### config.mk
export PLATFORM = sky130hd
export DESIGN_NAME = phase_vocoder_pitch
export DESIGN_NICKNAME = d
export VERILOG_FILES = /design/src/rtl/pitch_pkg.sv /design/src/rtl/phase_pingpong_ram.sv /design/src/rtl/phase_vocoder_pitch.sv
export SDC_FILE = /design/constraint.sdc
export NUM_CORES = 2
export LEC_CHECK = 0
export CAP_MARGIN = 20
export CELL_PAD_IN_SITES_DETAIL_PLACEMENT = 1
export CELL_PAD_IN_SITES_GLOBAL_PLACEMENT = 1
export CORE_UTILIZATION = 40
export CTS_CLUSTER_SIZE = 25
export DETAILED_ROUTE_END_ITERATION = 16
export PLACE_DENSITY = 0.66
export SETUP_SLACK_MARGIN = 0.15
export SYNTH_ARGS = -nofsm -noshare
export SYNTH_HDL_FRONTEND = slang
export SYNTH_HIERARCHICAL = 1
export SYNTH_SLANG_ARGS = --single-unit
export TNS_END_PERCENT = 5
### constraint.sdc
create_clock -name clk -period 7.9 [get_ports clk]
set_input_delay 0.79 -clock clk [delete_from_list [all_inputs] [get_ports clk]]
set_output_delay 0.79 -clock clk [all_outputs]
set_load 0.02 [all_outputs]
### src/rtl/pitch_pkg.sv
// pitch_pkg: shared FSM states, phase fixed-point helpers and Hz scaling constants
// for the phase-vocoder pitch estimator.
package pitch_pkg;

    typedef enum logic [2:0] {
        S_FILL,
        S_WAIT_BIN,
        S_READ,
        S_DELTA,
        S_SCALE,
        S_SUM,
        S_OUT
    } state_t;

    localparam int PHASE_INT_BITS = 3;

    function automatic int phase_frac(input int phase_w);
        return phase_w - PHASE_INT_BITS;
    endfunction

    // Q.10 Hz per FFT bin, rounded
    function automatic longint bin_hz_calc(input longint fs, input longint fft_n);
        return (fs * 1024 + fft_n / 2) / fft_n;
    endfunction

    // Q.10 Hz per unit (pi rad) of phase deviation over one hop, rounded
    function automatic longint corr_hz_calc(input longint fs, input longint hop);
        return (fs * 1024 + hop) / (2 * hop);
    endfunction

endpackage

### src/rtl/phase_pingpong_ram.sv
// phase_pingpong_ram: two phase banks sharing one write port (bank select) and a
// registered read of both banks at the same address.
module phase_pingpong_ram #(
    parameter int DEPTH = 32,
    parameter int W     = 24,
    localparam int AW   = $clog2(DEPTH)
) (
    input  logic          clk,
    input  logic          we,
    input  logic          wsel,
    input  logic [AW-1:0] waddr,
    input  logic [W-1:0]  wdata,
    input  logic          re,
    input  logic [AW-1:0] raddr,
    output logic [W-1:0]  rdata0,
    output logic [W-1:0]  rdata1
);

    logic [W-1:0] bank0 [DEPTH];
    logic [W-1:0] bank1 [DEPTH];

    always_ff @(posedge clk) begin
        if (we && !wsel) bank0[waddr] <= wdata;
        if (we && wsel) bank1[waddr] <= wdata;
        if (re) begin
            rdata0 <= bank0[raddr];
            rdata1 <= bank1[raddr];
        end
    end

endmodule

### src/rtl/phase_vocoder_pitch.sv
// phase_vocoder_pitch: refines the fundamental-bin frequency from the wrapped
// frame-to-frame phase advance and emits it on a backpressured stream.
module phase_vocoder_pitch
    import pitch_pkg::*;
#(
    parameter int FFT_N    = 1024,
    parameter int HOP      = 1024,
    parameter int FS       = 48000,
    parameter int NUM_BINS = 32,
    parameter int PHASE_W  = 24,
    parameter int OUT_W    = 24
) (
    input  logic                        clk,
    input  logic                        reset,
    input  logic [PHASE_W-1:0]          phase_data,
    input  logic                        phase_valid,
    output logic                        phase_ready,
    input  logic                        phase_last,
    input  logic [$clog2(NUM_BINS):0]   fbin_data,
    input  logic                        fbin_valid,
    output logic                        fbin_ready,
    output logic [OUT_W-1:0]            pitch_data,
    output logic                        pitch_valid,
    input  logic                        pitch_ready,
    output logic                        frame_err,
    output logic                        bin_err
);

    localparam int AW   = $clog2(NUM_BINS);
    localparam int KW   = AW + 1;
    localparam int BW   = $clog2(FFT_N);
    localparam int HB   = $clog2(HOP);
    localparam int FRAC = phase_frac(PHASE_W);
    localparam int EW   = KW + PHASE_W + HB;
    localparam int HW   = KW + 32;
    localparam int CW   = PHASE_W + 33;
    localparam int SW   = HW + CW;
    localparam logic [31:0]        BIN_HZ_C  = 32'(bin_hz_calc(FS, FFT_N));
    localparam logic signed [32:0] CORR_HZ_C = 33'(corr_hz_calc(FS, HOP));
    localparam logic [BW-1:0]      B_LAST    = BW'(FFT_N - 1);
    localparam logic [SW-1:0]      OUT_MAX   = {{(SW-OUT_W){1'b0}}, {OUT_W{1'b1}}};

    state_t                   state_q, state_d;
    logic [BW-1:0]            b_q, b_d;
    logic                     sel_q, sel_d;
    logic                     first_q, first_d;
    logic                     held_q, held_d;
    logic [KW-1:0]            k_q, k_d;
    logic signed [PHASE_W-1:0] dev_q, dev_d;
    logic [HW-1:0]            bin_hz_q, bin_hz_d;
    logic signed [CW-1:0]     corr_q, corr_d;
    logic [OUT_W-1:0]         pitch_q, pitch_d;
    logic                     frame_err_q, frame_err_d;
    logic                     bin_err_q, bin_err_d;

    logic                     we, re, p_hs, f_hs, in_range;
    logic [PHASE_W-1:0]       rdata0, rdata1, cur, last, t;
    logic [EW-1:0]            e_full;
    logic signed [SW-1:0]     f_full;

    phase_pingpong_ram #(.DEPTH(NUM_BINS), .W(PHASE_W)) u_ram (
        .clk   (clk),
        .we    (we),
        .wsel  (sel_q),
        .waddr (b_q[AW-1:0]),
        .wdata (phase_data),
        .re    (re),
        .raddr (k_q[AW-1:0]),
        .rdata0(rdata0),
        .rdata1(rdata1)
    );

    assign phase_ready = !reset && state_q == S_FILL;
    assign fbin_ready  = !reset && !held_q && (state_q == S_FILL || state_q == S_WAIT_BIN);
    assign pitch_valid = !reset && state_q == S_OUT;
    assign pitch_data  = pitch_q;
    assign frame_err   = frame_err_q;
    assign bin_err     = bin_err_q;

    assign p_hs     = phase_valid && phase_ready;
    assign f_hs     = fbin_valid && fbin_ready;
    assign in_range = {1'b0, b_q} < (BW+1)'(NUM_BINS);
    assign cur      = sel_q ? rdata1 : rdata0;
    assign last     = sel_q ? rdata0 : rdata1;
    // expected advance k*2*HOP/FFT_N in pi units; the mod 2 falls out of the wrap below
    assign e_full   = (EW'(k_q) << (PHASE_W - 2 + HB)) >> BW;
    assign t        = cur - last - PHASE_W'(e_full);
    assign f_full   = SW'($signed({1'b0, bin_hz_q})) + SW'(corr_q);

    always_comb begin
        state_d     = state_q;
        b_d         = b_q;
        sel_d       = sel_q;
        first_d     = first_q;
        held_d      = held_q;
        k_d         = k_q;
        dev_d       = dev_q;
        bin_hz_d    = bin_hz_q;
        corr_d      = corr_q;
        pitch_d     = pitch_q;
        frame_err_d = 1'b0;
        bin_err_d   = 1'b0;
        we          = 1'b0;
        re          = 1'b0;
        if (f_hs) begin
            held_d = 1'b1;
            k_d    = fbin_data;
        end
        case (state_q)
            S_FILL: if (p_hs) begin
                we = in_range;
                if (phase_last && b_q == B_LAST) begin
                    b_d     = '0;
                    state_d = (held_q || f_hs) ? S_READ : S_WAIT_BIN;
                end else if (phase_last || b_q == B_LAST) begin
                    frame_err_d = 1'b1;
                    b_d         = '0;
                    held_d      = 1'b0;
                    first_d     = 1'b1;
                end else begin
                    b_d = b_q + 1'b1;
                end
            end
            S_WAIT_BIN: state_d = f_hs ? S_READ : S_WAIT_BIN;
            S_READ: begin
                if (first_q || k_q >= KW'(NUM_BINS)) begin
                    first_d   = 1'b0;
                    bin_err_d = !first_q;
                    sel_d     = !sel_q;
                    held_d    = 1'b0;
                    state_d   = S_FILL;
                end else begin
                    re      = 1'b1;
                    state_d = S_DELTA;
                end
            end
            S_DELTA: begin
                // keep PHASE_W-2 LSBs and sign-extend: wraps into [-1,1)
                dev_d   = $signed(t << 2) >>> 2;
                state_d = S_SCALE;
            end
            S_SCALE: begin
                bin_hz_d = HW'(k_q) * HW'(BIN_HZ_C);
                corr_d   = (CW'(dev_q) * CW'(CORR_HZ_C)) >>> FRAC;
                state_d  = S_SUM;
            end
            S_SUM: begin
                pitch_d = f_full < 0 ? '0 : f_full > $signed(OUT_MAX) ? '1 : f_full[OUT_W-1:0];
                state_d = S_OUT;
            end
            S_OUT: if (pitch_ready) begin
                sel_d   = !sel_q;
                b_d     = '0;
                held_d  = 1'b0;
                state_d = S_FILL;
            end
            default: state_d = S_FILL;
        endcase
    end

    always_ff @(posedge clk) begin
        if (reset) begin
            state_q     <= S_FILL;
            b_q         <= '0;
            sel_q       <= 1'b0;
            first_q     <= 1'b1;
            held_q      <= 1'b0;
            k_q         <= '0;
            dev_q       <= '0;
            bin_hz_q    <= '0;
            corr_q      <= '0;
            pitch_q     <= '0;
            frame_err_q <= 1'b0;
            bin_err_q   <= 1'b0;
        end else begin
            state_q     <= state_d;
            b_q         <= b_d;
            sel_q       <= sel_d;
            first_q     <= first_d;
            held_q      <= held_d;
            k_q         <= k_d;
            dev_q       <= dev_d;
            bin_hz_q    <= bin_hz_d;
            corr_q      <= corr_d;
            pitch_q     <= pitch_d;
            frame_err_q <= frame_err_d;
            bin_err_q   <= bin_err_d;
        end
    end

endmodule

==> qor.log <==
[global_route] number of global-route vias before repair 40,200
[worst_hold_path] class of the most critical hold timing path flop to flop
[cells_and_area] area used by multi-input combinational logic 0.0208 mm2
[die] floorplan die area 0.172 mm2
[clock_network] clock buffers created by TritonCTS 164
[worst_setup_path] Setup crit start kind flop
[die] Die Span Y 415 um
[placement] Final HPWL DP 101,000 um
[routing] DRC marker count from the first detailed-route iteration 3,017
[timing] setup violators final 0
[cells_and_area] Nets 4,904
[global_route] global-route wire length before repair 256,000 um
[worst_setup_path] worst stage delay on the critical path 0.66 ns
[clock_network] CTS Sinks 1,554
[clock_network] buffers from clock root to sink, at most 3
[worst_setup_path] Slowest-stage cell, CP sky130_fd_sc_hd__dfxtp_1
[die] starting density of the core 40.3%
[timing] upper clock frequency limit 0.184 GHz
[worst_setup_path] critical path data arrival time 6.10 ns
[clock_network] buffer cell driving the clock tree root sky130_fd_sc_hd__clkbuf_16
[clock_network] CTS tree yes
[placement] final estimated routing congestion in global placement 0.797
[clock_network] number of setup buffers added after CTS 0
[global_route] overall global routing resource usage 19.7%
[die] placeable core area 0.169 mm2
[die] I/O pin total 65
[worst_setup_path] Critical Path, Cell by Cell fa_1 > inv_1 > fa_1 > fa_1 > inv_1 > fa_1 > inv_1 > fa_1 > inv_1 > ha_1 > a21oi_1 > o211ai_1 > a21oi_1 > o211ai_1 > nor2b_1 > o2111a_1 > a211o_1
[worst_setup_path] crit-path most repeated cell sky130_fd_sc_hd__fa_1
[timing] number of slew-limit violations in the final report 0
[die] Die Width 415 um
[global_route] number of antenna violations at the first check in global routing 0
[power_and_ir_drop] worst vdd ir 0.000234 V
[clock_network] clock insertion delay at the later pin of the skew report 0.80 ns
[routing] DRC violation count after routing 0
[routing] number of nets still failing antenna checks after routing 0
[placement] DP Area 0.0714 mm2
[logic_synthesis] cells after synthesis 4,488
[routing] total length of routed wires 172,000 um
[routing] detail-routed net length per standard cell 24.8 um
[timing] count of endpoints failing hold in the final timing report 0
[power_and_ir_drop] P per Cell Area 224 mW/mm2
[timing] Total Negative Setup Slacks 0 ns
[timing] setup repair after global routing missed its margin no
[cells_and_area] growth of design area from synthesis to finish 11.8%
[logic_synthesis] average cell area after synthesis 15.2 um2
[timing] Slew HR 29.9%
[flow_run] number of max-capacitance violations reported 0
[logic_synthesis] Post-Synthesis Net Count 4,801
[clock_network] clock transition time at the flip-flop clock pins of the worst setup and hold paths 0.05 ns
[timing] crit path time final 5.44 ns
[logic_synthesis] post-synthesis cell area 0.0683 mm2
[timing] Slew @ Worst Pin 1.05 ns
[routing] first drt pass iteration count 5
[placement] number of input and output port buffers inserted 62
[logic_synthesis] number of warnings printed during yosys synthesis 6
[clock_network] post-cts sizing count 0
[timing] Tcrit/Tclk final 68.8%
[worst_setup_path] gate family responsible for the most delay along the worst path adder cells
[routing] drt via density 5.53
[clock_network] level count of the clock H-tree 4
[global_route] largest net degree at the start of global routing 116
[outcome] status complete, no violations
[cells_and_area] area taken by flip-flops and latches 0.0456 mm2
[cells_and_area] post-route standard cell area excluding fillers 0.0764 mm2
[cells_and_area] Filler cells 16,500
[global_route] aggregate global routing overflow 0
[worst_setup_path] CP endpoint kind flop
[placement] pre-CTS setup slack 2.37 ns
[timing] Clock Skews 0.0364 ns
[die] row cnt 151
[worst_setup_path] top fanout value on the critical path 8
[clock_network] # hold bufs at CTS 0
[worst_setup_path] combined buffer and inverter count along the critical path 4
[cells_and_area] fraction of layout cells with a size suffix above 1 9.74%
[power_and_ir_drop] P_leak 25.2 nW
[worst_setup_path] Required @ worst endpoint 8.57 ns
[timing] Final Worst Setup Slack 2.46 ns
[worst_setup_path] startpoint-to-endpoint class of the critical path flop to flop
[routing] vias after detailed routing 38,400
[power breakdown]
part	internal (mW)	leakage (nW)	switching (mW)
Combinational	0.253	8.88	0.604
Sequential	9.01	13.9	0.0123
Clock	4.09	2.44	3.18
[cell type report]
cell class,instances,area share [%]
sequential,1554,59.8
multi-input combinational,2503,27.2
clock buffer,219,5.82
tap,2218,3.63
timing repair buffer,176,1.91
inverter,192,0.943
clock inverter,70,0.762
antenna,5,0.0164
[worst min-delay path: stages (launching register included)]
cell	delay, ns
sky130_fd_sc_hd__dfxtp_1	0.31
sky130_fd_sc_hd__nand2_1	0.05
sky130_fd_sc_hd__a21oi_1	0.05
[per-layer routing]
layer  vias up  part of all wire (%)  global-route usage, %  wire [um]
met5         -                     0                      0          0
met4         0                   1.4                   4.01       2480
met3       174                   4.8                   2.93       8200
met2       743                    48                   32.6      82400
met1     20100                    46                   27.6      78900
li1      17300                     -                      -          -
[cell usage in the layout, fill, tap and decap left out, drive strengths merged, types with 62 or more instances in the layout]
master,instances
edfxtp,1452
mux2i,725
nand2,253
a21oi,224
clkbuf,220
inv,195
nand3,169
ha,154
buf,136
a22oi,134
nor2,133
fa,123
dfxtp,102
a22o,97
clkinv,62
[registers in the layout, summed over array words and instances, names as in the netlist]
| name | count |
|---|---|
| u_ram/rdata0 | 22 |
| k_q | 6 |
| bin_hz_q | 15 |
| sel_q | 1 |
| frame_err | 1 |
| bin_err | 1 |
| first_q | 1 |
| state_q | 3 |
| u_ram/bank1 | 704 |
| dev_q | 22 |
| pitch_data | 24 |
| corr_q | 17 |
| held_q | 1 |
| u_ram/rdata1 | 22 |
| u_ram/bank0 | 704 |
| b_q | 10 |
[stage by stage]
| step | std cells | utilization, % | power (mW) | hold WS (ns) |
|---|---|---|---|---|
| floorplan | 4488 | - | 9.66 | 0.425 |
| finish | 6937 | 45.1 | 17.1 | 0.461 |
| CTS | 6931 | 45.1 | 17.3 | 0.461 |
| global placement | 6642 | 42.1 | 10.0 | 0.444 |
| detailed placement | 6642 | 42.1 | 10.1 | 0.454 |
| global route | 6932 | 45.1 | 17.6 | 0.488 |
[final timing paths]
kind	slack, ns	cells past startpoint	to	from
worst max-delay path	2.46	17	corr_q[13]	dev_q[4]
worst max register to register	2.46	17	corr_q[13]	dev_q[4]
worst min register to register	0.46	2	bin_hz_q[18]	bin_hz_q[18]
worst min-delay path	0.46	2	bin_hz_q[18]	bin_hz_q[18]
Note: power is estimated with default switching activity, not from simulation.
